===== src/rtl/ctrl_pkg.sv =====
// ctrl_pkg: shared types and constants for the LEGv8 multi-cycle control
// sequencer (control_fsm) and its opcode decoder (ctrl_decode).
//   state_t        : sequencer states
//   instr_class_t  : decoded instruction class
//   OPC_* / ALU_*  : opcode match values and op_alu encodings
package ctrl_pkg;

  typedef enum logic [2:0] {
    FETCH,
    DECODE,
    EXEC,
    MEM,
    WB,
    TRAP
  } state_t;

  typedef enum logic [2:0] {
    CLS_R,
    CLS_LD,
    CLS_ST,
    CLS_CBZ,
    CLS_B,
    CLS_ILL
  } instr_class_t;

  // Full 11-bit opcodes
  localparam logic [10:0] OPC_ADD  = 11'h458;
  localparam logic [10:0] OPC_SUB  = 11'h658;
  localparam logic [10:0] OPC_AND  = 11'h450;
  localparam logic [10:0] OPC_ORR  = 11'h550;
  localparam logic [10:0] OPC_LDUR = 11'h7C2;
  localparam logic [10:0] OPC_STUR = 11'h7C0;
  // Prefix-matched opcodes: CBZ on opcode[10:3], B on opcode[10:5]
  localparam logic [7:0]  OPC_CBZ  = 8'hB4;
  localparam logic [5:0]  OPC_B    = 6'h05;

  localparam logic [2:0] ALU_AND   = 3'b000;
  localparam logic [2:0] ALU_ORR   = 3'b001;
  localparam logic [2:0] ALU_ADD   = 3'b010;
  localparam logic [2:0] ALU_SUB   = 3'b110;
  localparam logic [2:0] ALU_PASSB = 3'b111;

endpackage


===== src/rtl/ctrl_decode.sv =====
// ctrl_decode: combinational opcode decoder.
//   opcode     in  11  instruction[31:21]
//   instrClass out 3   instr_class_t encoding of the instruction class
//   aluOp      out 3   ALU operation the instruction uses in EXEC..WB
//                      (ADD for address generation, PASS_B for CBZ)
module ctrl_decode
  import ctrl_pkg::*;
(
  input  logic [10:0] opcode,
  output logic [2:0]  instrClass,
  output logic [2:0]  aluOp
);

  instr_class_t cls;

  always_comb begin
    cls   = CLS_ILL;
    aluOp = ALU_AND;
    if (opcode == OPC_ADD) begin
      cls   = CLS_R;
      aluOp = ALU_ADD;
    end else if (opcode == OPC_SUB) begin
      cls   = CLS_R;
      aluOp = ALU_SUB;
    end else if (opcode == OPC_AND) begin
      cls   = CLS_R;
      aluOp = ALU_AND;
    end else if (opcode == OPC_ORR) begin
      cls   = CLS_R;
      aluOp = ALU_ORR;
    end else if (opcode == OPC_LDUR) begin
      cls   = CLS_LD;
      aluOp = ALU_ADD;
    end else if (opcode == OPC_STUR) begin
      cls   = CLS_ST;
      aluOp = ALU_ADD;
    end else if (opcode[10:3] == OPC_CBZ) begin
      cls   = CLS_CBZ;
      aluOp = ALU_PASSB;
    end else if (opcode[10:5] == OPC_B) begin
      cls   = CLS_B;
      aluOp = ALU_AND;
    end
  end

  assign instrClass = cls;

endmodule


===== src/rtl/control_fsm.sv =====
// control_fsm: multi-cycle control sequencer for the LEGv8-style datapath.
// Steps FETCH/DECODE/EXEC/MEM/WB and drives all datapath control lines.
// Optional feature macro: CTRL_PERF_CNT_EN adds cyc_cnt/ret_cnt counters.
// Ports:
//   clk, rst_n           clock (rising edge), async active-low reset
//   run                  1 = sequence, 0 = hold in FETCH between instructions
//   opcode               instruction[31:21]
//   zero                 ALU Z flag (CBZ condition)
//   imem_ready/dmem_ready memory handshakes
//   ir_load, w_pc, reg_mux_sel, w_regbank, alu_mux_sel, op_alu,
//   jump_mux_sel, read_mem, write_mem, mem_sel   datapath controls
//   illegal              sticky undefined-opcode flag (TRAP state)
//   cyc_cnt, ret_cnt     perf counters (CTRL_PERF_CNT_EN only)
module control_fsm
  import ctrl_pkg::*;
#(
  parameter int OPW = 3
`ifdef CTRL_PERF_CNT_EN
  , parameter int CNT_W = 32
`endif
) (
  input  logic           clk,
  input  logic           rst_n,
  input  logic           run,
  input  logic [10:0]    opcode,
  input  logic           zero,
  input  logic           imem_ready,
  input  logic           dmem_ready,
  output logic           ir_load,
  output logic           w_pc,
  output logic           reg_mux_sel,
  output logic           w_regbank,
  output logic           alu_mux_sel,
  output logic [OPW-1:0] op_alu,
  output logic           jump_mux_sel,
  output logic           read_mem,
  output logic           write_mem,
  output logic           mem_sel,
  output logic           illegal
`ifdef CTRL_PERF_CNT_EN
  , output logic [CNT_W-1:0] cyc_cnt
  , output logic [CNT_W-1:0] ret_cnt
`endif
);

  state_t       state, nextState;
  instr_class_t cls;
  logic [10:0]  irOp;
  logic [2:0]   clsRaw, aluOpDec, aluOp;
  logic         irLoadRaw, regMuxCls;

  // Own copy of the opcode: the imem output may change once the fetch is
  // done, and the mux/op outputs must stay stable through MEM/WB.
  ctrl_decode uDecode (
    .opcode     (irOp),
    .instrClass (clsRaw),
    .aluOp      (aluOpDec)
  );

  assign cls       = instr_class_t'(clsRaw);
  assign regMuxCls = (cls == CLS_ST) || (cls == CLS_CBZ);

  always_ff @(posedge clk or negedge rst_n) begin
    if (!rst_n) begin
      state <= FETCH;
      irOp  <= '0;
    end else begin
      state <= nextState;
      if (irLoadRaw) irOp <= opcode;
    end
  end

  always_comb begin
    nextState    = state;
    irLoadRaw    = 1'b0;
    w_pc         = 1'b0;
    reg_mux_sel  = 1'b0;
    w_regbank    = 1'b0;
    alu_mux_sel  = 1'b0;
    aluOp        = ALU_AND;
    jump_mux_sel = 1'b0;
    read_mem     = 1'b0;
    write_mem    = 1'b0;
    mem_sel      = 1'b0;
    illegal      = 1'b0;
    case (state)
      FETCH: begin
        if (run && imem_ready) begin
          irLoadRaw = 1'b1;
          nextState = DECODE;
        end
      end
      DECODE: begin
        reg_mux_sel = regMuxCls;
        nextState   = (cls == CLS_ILL) ? TRAP : EXEC;
      end
      EXEC: begin
        reg_mux_sel = regMuxCls;
        case (cls)
          CLS_R: begin
            aluOp     = aluOpDec;
            nextState = WB;
          end
          CLS_LD, CLS_ST: begin
            alu_mux_sel = 1'b1;
            aluOp       = aluOpDec;
            nextState   = MEM;
          end
          CLS_CBZ: begin
            aluOp        = aluOpDec;
            w_pc         = 1'b1;
            jump_mux_sel = zero;
            nextState    = FETCH;
          end
          CLS_B: begin
            w_pc         = 1'b1;
            jump_mux_sel = 1'b1;
            nextState    = FETCH;
          end
          default: nextState = TRAP;
        endcase
      end
      MEM: begin
        reg_mux_sel = regMuxCls;
        alu_mux_sel = 1'b1;
        aluOp       = aluOpDec;
        read_mem    = (cls == CLS_LD);
        write_mem   = (cls == CLS_ST);
        if (dmem_ready) begin
          // STUR retires here; LDUR still has to write back
          w_pc      = (cls == CLS_ST);
          nextState = (cls == CLS_ST) ? FETCH : WB;
        end
      end
      WB: begin
        reg_mux_sel = regMuxCls;
        alu_mux_sel = (cls == CLS_LD);
        aluOp       = aluOpDec;
        w_regbank   = 1'b1;
        mem_sel     = (cls == CLS_LD);
        w_pc        = 1'b1;
        nextState   = FETCH;
      end
      TRAP: illegal = 1'b1;
      default: nextState = FETCH;
    endcase
  end

  // State is already FETCH while reset is held; gating keeps ir_load low
  // too even if run/imem_ready are high during reset.
  assign ir_load = irLoadRaw & rst_n;
  assign op_alu  = OPW'(aluOp);

`ifdef CTRL_PERF_CNT_EN
  always_ff @(posedge clk or negedge rst_n) begin
    if (!rst_n) begin
      cyc_cnt <= '0;
      ret_cnt <= '0;
    end else begin
      if (run)  cyc_cnt <= cyc_cnt + CNT_W'(1);
      if (w_pc) ret_cnt <= ret_cnt + CNT_W'(1);
    end
  end
`else
  // Counters not built.
`endif

endmodule

===== config.mk =====
export PLATFORM = sky130hd
export DESIGN_NAME = control_fsm
export DESIGN_NICKNAME = d
export VERILOG_FILES = /design/src/rtl/ctrl_pkg.sv /design/src/rtl/ctrl_decode.sv /design/src/rtl/control_fsm.sv
export SDC_FILE = /design/constraint.sdc
export NUM_CORES = 1
export LEC_CHECK = 0
export CAP_MARGIN = 5
export CORE_ASPECT_RATIO = 1.5
export CORE_UTILIZATION = 45
export CTS_BUF_LIST = sky130_fd_sc_hd__clkbuf_16
export CTS_CLUSTER_DIAMETER = 200
export CTS_CLUSTER_SIZE = 30
export DETAILED_ROUTE_END_ITERATION = 6
export PLACE_DENSITY_LB_ADDON = 0.08
export SKIP_CTS_REPAIR_TIMING = 1
export SYNTH_ARGS = -nofsm -noshare
export SYNTH_HDL_FRONTEND = slang
export SYNTH_SLANG_ARGS = --single-unit

===== constraint.sdc =====
create_clock -name clk -period 1.7 [get_ports clk]
set_input_delay 0.34 -clock clk [delete_from_list [all_inputs] [get_ports clk]]
set_output_delay 0.34 -clock clk [all_outputs]
set_load 0.05 [all_outputs]

==> results of run 1 <==
-- metrics by stage --
step                      utilization  area (um^2)  setup TNS [ns]
after floorplan                     -         1060           -2.91
after CTS                       0.888         1780           -4.03
after global placement          0.849         1700          -0.935
after detailed placement        0.849         1700           -1.33
-- synth_stat cells, drive strengths merged (2+ instances only) --
master | count | area share
and3 | 2 | 0.013
and2 | 2 | 0.013
nor3 | 5 | 0.032
o21ai | 6 | 0.036
dfrtp | 14 | 0.37
nor4b | 2 | 0.034
and4bb | 3 | 0.044
inv | 3 | 0.012
a21oi | 7 | 0.037
nor2 | 10 | 0.040
nand3 | 4 | 0.021
mux2 | 10 | 0.12
nand2 | 4 | 0.016
buf | 3 | 0.025
-- cells by family after synthesis --
kind of cell	Yosys count	synth area share
muxes	11	0.129
buffers and inverters	7	0.0409
AOI/OAI and AO/OA	22	0.168
DFF	14	0.370
and+or+nand+nor	39	0.292
==> flow_metrics.tcl, run 1 <==
set metrics [dict create \
    status "did not finish" \
    haltStage "global routing" \
    error "[ERROR DPL-0033] detailed placement checks failed during check placement." \
    worstEndpointGrtRepair "read_mem" \
    port_buffers 29 \
    ys_seq_area_frac 0.370 \
    synth-main-ff-cell "dfrtp_1" \
    dpl.cell_count 168 \
    endpoint_type "top-level output" \
    cts_inserted_buffers 3 \
    dp_hpwl_um 2290 \
    grt_max_degree 15 \
    gp_congestion 0.845 \
    root_buffer "clkbuf_16" \
    syn_avg_cell_area_um2 10.2 \
    synth_fp_nets 110 \
    initial_core_util 0.473 \
    synth-seq-cells 14 \
    syn_area_um2 947 \
    clockBufferDepth 2 \
    dp_slack_ns -0.164 \
    rows 20 \
    synth_edf_count 0 \
    antenna_found_initial 0 \
    clock-sinks 14 \
    synth_cell_type_count 41 \
    dieHeight_um 58.2 \
    synth_warnings 0 \
    ios 30 \
    syn_inst 93 \
    die_w_um 39.5 \
    cts_max_level 1 \
    async_flop_share 1.00 \
]
==> run 2, diff against run 1 <==
- CORE_AREA: default -> 2 2 63 65
- CORE_ASPECT_RATIO: 1.5 -> default
- CORE_UTILIZATION: 45 -> default
- CTS_BUF_LIST: sky130_fd_sc_hd__clkbuf_16 -> default
- CTS_CLUSTER_DIAMETER: 200 -> default
- CTS_CLUSTER_SIZE: 30 -> default
- DIE_AREA: default -> 0 0 65 67
- PLACE_DENSITY_LB_ADDON: 0.08 -> 0.15
==> run 2 against run 1 <==
  * The flow now finishes, with violations (setup timing)
  * Synthesized cell count unchanged
  * Area after synthesis unchanged
==> flow_metrics.tcl, run 2 <==
set metrics [dict create \
    status "complete, but fails checks" \
    violations "setup timing" \
    p_per_area_mw_per_mm2 371 \
    switching_share 0.188 \
    drtAntennaViolNets 0 \
    final_util 0.528 \
    p_switching_mw 0.133 \
    rr_startpoint "irOp[2]" \
    path_clk_slew_ns 0.06 \
    ir_drop_mv 0.414 \
    synth.top_cell.area_share 0.370 \
    worst_path_largest_cell_delay_ns 0.41 \
    synth_top_cells_by_count "dfrtp_1, nor2_1, a21oi_1" \
    diodes 0 \
    hold_viol_final 0 \
    tightest_slew_ns 0.359 \
    cts_max_level 1 \
    port_buffers 29 \
    drc 0 \
    cp_max_fo 3 \
    final.period_utilization 1.23 \
    first_pass_iters 4 \
    num-nets-final 171 \
    clkLatencyLatePin_ns 0.24 \
    syn_inst 93 \
    die_w_um 65 \
    rsz0062_at_grt "true" \
    first_iter_violations 25 \
    hold_class "input port to async pin" \
    grt_pass1_vias 951 \
    internal_power_mw 0.573 \
    dp_hpwl_um 2130 \
    largest_reg_flops 11 \
    cts_inserted_buffers 3 \
    setup_slack_ns -0.397 \
    rows 22 \
    critical_path_class "flip-flop to primary output" \
    max-cap-violations 0 \
    ios 30 \
    comb_power_share 0.070 \
    slew_headroom 0.760 \
    num-fill-cells 327 \
    final_common_cell "buf_4" \
    critPathBufInv 1 \
    p_clk_frac 0.458 \
    cpLargestDelayFamily "simple AND/OR/NAND/NOR gates" \
    root_buffer "clkbuf_8" \
    synth_cell_type_count 41 \
    async_flop_share 1.00 \
    clock-skew-final_ns 0.00636 \
    wl_um 2630 \
    initial_core_util 0.263 \
    ys_seq_area_frac 0.370 \
    syn_area_um2 947 \
    antenna_found_initial 0 \
    max_freq_ghz 0.477 \
    gp_congestion 0.830 \
    wl_per_cell_um 13.1 \
    core-area_mm2 0.00361 \
    grt_max_degree 15 \
    crit_path_start_kind "flip-flop" \
    clockBufferDepth 2 \
    cts_tree "built" \
    path_cells "nor4b_4 -> and2_4 -> nand4b_1 -> a21oi_4 -> buf_12" \
    seq_power_share 0.472 \
    finalSetupViolations 11 \
    syn_to_final_growth_pct 101 \
    setup.worst_path.start "irOp[2]" \
    period_needed_ns 2.10 \
    vias_per_cell 4.83 \
    syn_avg_cell_area_um2 10.2 \
    synth_warnings 0 \
    regMostFlops "irOp" \
    synth_edf_count 0 \
    reg_top3 "irOp (11), state (3)" \
    stdcell_count 201 \
    worstSetupEndpointType "primary output" \
    dieHeight_um 67 \
    synth-main-ff-cell "dfrtp_1" \
    cp_slowest_cell "dfrtp_1" \
    synth_fp_nets 110 \
    cp.required_ns 1.36 \
    vias 971 \
    clock-sinks 14 \
    drive_gt1_frac 0.569 \
    layout_common_cells "buf_4, clkdlybuf4s50_1, buf_12, dfrtp_1, nor2_1" \
    post-synth-top-area-cell "dfrtp_1" \
    p_leak_nw 0.857 \
    grt_pass1_wl_um 4240 \
    track_usage 0.124 \
    ys_top_cells_by_area "dfrtp_1, mux2_1, mux2_2" \
    die_area_mm2 0.00436 \
    synth-seq-cells 14 \
    cp.arrival_ns 1.76 \
    dpl.cell_count 194 \
    gr-total-overflow 0 \
    drv_slew 0 \
    synth.most_common_cell "dfrtp_1" \
]
==> run 2: power groups by stage <==
stage / clock [mW] / combinational, mW / sequential (mW)
after floorplan: 0 / 0.00168 / 0.339
after global placement: 0 / 0.0482 / 0.339
after detailed placement: 0 / 0.0489 / 0.339
after CTS: 0.333 / 0.0492 / 0.333
after global routing: 0.349 / 0.0523 / 0.333
final: 0.323 / 0.0491 / 0.333
==> run 2: final timing paths <==
kind | depth (start not counted) | to | slack, ns
max | 5 | op_alu[2] | -0.40
max reg2reg | 4 | state[2] | 0.02
min | 2 | irOp[5] | 0.44
min reg2reg | 1 | irOp[7] | 0.55
min in group clk | 1 | irOp[7] | 0.55
max in group asynchronous | 2 | state[1] | 1.07
==> run 2: worst reg2reg max path: stages (launching register included) <==
cell and delay, ns:
dfrtp_1 0.41, buf_4 0.15, or4b_4 0.53, o311ai_4 0.33
o41ai_2 0.13
==> run 2: cell families after synthesis <==
logic type	count (synthesis)	share of synthesized area
simple gates	39	0.292
compound gates	22	0.168
flops	14	0.370
mux	11	0.129
buf+inv	7	0.0409
==> run 2: final cells by class <==
| class | instances | area, um^2 | share of cell area |
|---|---|---|---|
| sequential | 14 | 354 | 0.186 |
| multi-input combinational | 72 | 748 | 0.393 |
| clock buffer | 4 | 55.1 | 0.0289 |
| tap | 48 | 60.1 | 0.0316 |
| inverter | 3 | 16.3 | 0.00855 |
| timing repair buffer | 60 | 669 | 0.352 |
==> run 2: routing by layer <==
metal | routed length, um | share of wire | up-vias | GRT usage
met5 | 0 | 0 | - | 0
met1 | 1200 | 0.46 | 468 | 0.162
li1 | - | - | 474 | -
met4 | 24 | 0.0091 | 0 | 0.0346
met2 | 1270 | 0.48 | 27 | 0.214
met3 | 132 | 0.050 | 2 | 0.0186
==> run 2: through the flow <==
step | cell area [um^2] | setup TNS (ns) | hold WS [ns] | total power [mW] | setup slack, ns
after global routing | 1900 | -4.27 | 0.479 | 0.734 | -0.470
after global placement | 1720 | -1.80 | 0.536 | 0.388 | -0.135
final | 1900 | -3.50 | 0.437 | 0.706 | -0.397
after CTS | 1770 | -3.98 | 0.445 | 0.715 | -0.426
after detailed placement | 1720 | -1.79 | 0.552 | 0.388 | -0.161
after floorplan | 1060 | -2.91 | 0.0444 | 0.341 | -0.456
No activity file was read; power rests on OpenSTA's default activity.
==> run 3, diff against run 2 <==
--- a/config.mk
+++ b/config.mk
@@ -6,4 +6,5 @@
 export NUM_CORES = 1
 export LEC_CHECK = 0
+export ABC_CLOCK_PERIOD_IN_PS = 1700
 export CAP_MARGIN = 5
 export CORE_AREA = 2 2 63 65
@@ -12,4 +13,5 @@
 export PLACE_DENSITY_LB_ADDON = 0.15
 export SKIP_CTS_REPAIR_TIMING = 1
+export SLEW_MARGIN = 30
 export SYNTH_ARGS = -nofsm -noshare
 export SYNTH_HDL_FRONTEND = slang
==> constraint.sdc (replaced) <==
create_clock -name clk -period 1.7 [get_ports clk]
set_input_delay 0.17 -clock clk [delete_from_list [all_inputs] [get_ports clk]]
set_output_delay 0.17 -clock clk [all_outputs]
set_load 0.05 [all_outputs]
==> run 3 against run 2 <==
  * The flow still finishes with violations (setup timing)
  * Maximum frequency up 12%
  * Total power down 9.5%
  * Combinational power down 0.8%
  * Cell count down 5.0%
  * Final area down 7.1%
  * Sequential share of layout area up 1.4 points
  * Critical endpoint unchanged
  * Largest power group unchanged
  * Highest routed layer unchanged
==> flow_metrics.tcl, run 3 (synthesis gave the netlist of run 2 again) <==
set metrics [dict create \
    max_freq_ghz 0.533 \
    die_w_um 65 \
    first_pass_iters 4 \
    dieHeight_um 67 \
    first_iter_violations 29 \
    rows 22 \
    stdcell_count 191 \
    cts_max_level 1 \
    dpl.cell_count 183 \
    port_buffers 29 \
    wl_per_cell_um 12.9 \
    diodes 0 \
    p_switching_mw 0.115 \
    p_per_area_mw_per_mm2 361 \
    dp_hpwl_um 1970 \
    die_area_mm2 0.00436 \
    syn_to_final_growth_pct 86.7 \
    violations "setup timing" \
    num-nets-final 162 \
    layout_common_cells "buf_4, clkdlybuf4s50_1, buf_12, dfrtp_1, nor2_1" \
    critical_path_class "flip-flop to primary output" \
    cts_tree "built" \
    hold_viol_final 0 \
    stdcell_area_mm2 0.00177 \
    reg_top3 "irOp (11), state (3)" \
    largest_reg_flops 11 \
    r2r_cells 4 \
    drv_slew 0 \
    ir_drop_mv 0.305 \
    clock-sinks 14 \
    rr_endpoint "state[2]" \
    cts_inserted_buffers 3 \
    comb_power_share 0.076 \
    tightest_slew_ns 0.302 \
    drtAntennaViolNets 0 \
    hold_class "input port to async pin" \
    final.period_utilization 1.10 \
    clkLatencyLatePin_ns 0.24 \
    vias 940 \
    core-area_mm2 0.00361 \
    setup_slack_ns -0.176 \
    drive_gt1_frac 0.517 \
    regMostFlops "irOp" \
    status "complete, but fails checks" \
    period_needed_ns 1.88 \
    track_usage 0.126 \
    grt_pass1_wl_um 4220 \
    ios 30 \
    clock-skew-final_ns 0.00233 \
    final_common_cell "buf_4" \
    cp_max_fo 5 \
    rr_startpoint "irOp[2]" \
    cp.required_ns 1.53 \
    finalSetupViolations 10 \
    final_util 0.490 \
    place_area_mm2 0.00165 \
    grt_pass1_vias 941 \
    p_clk_frac 0.401 \
    path_clk_slew_ns 0.05 \
    gr-total-overflow 0 \
    root_buffer "clkbuf_8" \
    cp.arrival_ns 1.71 \
    fin_tns_setup_ns -1.36 \
    seq_power_share 0.522 \
    internal_power_mw 0.524 \
    switching_share 0.180 \
    drc 0 \
    initial_core_util 0.263 \
    wl_um 2470 \
    reg2reg_slack_ns 0.08 \
    p_leak_nw 0.767 \
    crit_path_start_kind "flip-flop" \
    clockBufferDepth 2 \
    max-cap-violations 0 \
    slew_headroom 0.796 \
    holdWs_ns 0.282 \
    vias_per_cell 4.92 \
    grt_max_degree 15 \
    gp_congestion 0.798 \
    rsz0062_at_grt "true" \
    antenna_found_initial 0 \
    worstSetupEndpointType "primary output" \
]
## run 3: cell count changes in the layout (fill, tap and decap cells not counted), sizes merged
cell | previous run | this run
buf | 43 | 35
clkbuf | 4 | 3
dlymetal6s2s | 1 | 0
## run 3: worst max path at each step
stage / startpoint / to / slack, ns / cells after the start
after floorplan: irOp[0] / w_pc / -0.29 / 4
after global placement: irOp[0] / w_pc / 0.0004 / 5
after detailed placement: irOp[0] / w_pc / -0.05 / 5
after CTS: irOp[0] / w_pc / -0.31 / 5
after global routing: irOp[2] / w_pc / -0.25 / 6
final: irOp[2] / op_alu[2] / -0.18 / 6
## run 3: layout make-up
type | count | area [um^2]
inverter | 3 | 13.8
multi-input combinational | 72 | 697
fill | 339 | 1840
sequential | 14 | 354
tap | 48 | 60.1
clock buffer | 3 | 41.3
timing repair buffer | 51 | 602
## run 3: stage by stage
step,power [mW],worst slack (ns)
3_5_place_dp,0.388,-0.0467
3_3_place_gp,0.387,0.000418
4_1_cts,0.655,-0.306
6_report,0.639,-0.176
5_1_grt,0.671,-0.254
2_1_floorplan,0.341,-0.286
## run 3: power groups by stage
stage          logic (mW)  clock network [mW]  registers [mW]
3_3_place_gp       0.0479                   0           0.339
5_1_grt            0.0521               0.286           0.333
6_report           0.0487               0.256           0.334
2_1_floorplan     0.00167                   0           0.339
3_5_place_dp       0.0490                   0           0.339
4_1_cts            0.0493               0.272           0.333
## run 3: critical path, cell delays in order, from the launching register on
cell,delay [ns]
dfrtp_1,0.40
nor4b_4,0.26
buf_4,0.17
and2_4,0.15
nand4b_1,0.15
a21oi_4,0.18
buf_12,0.15
## run 3: metal layers
metal  GRT usage  up-vias  share of wire
li1            -      455              -
met1       0.152      458           0.46
met2       0.219       23           0.49
met3      0.0186        4          0.038
met4      0.0585        0          0.016
met5           0        -              0
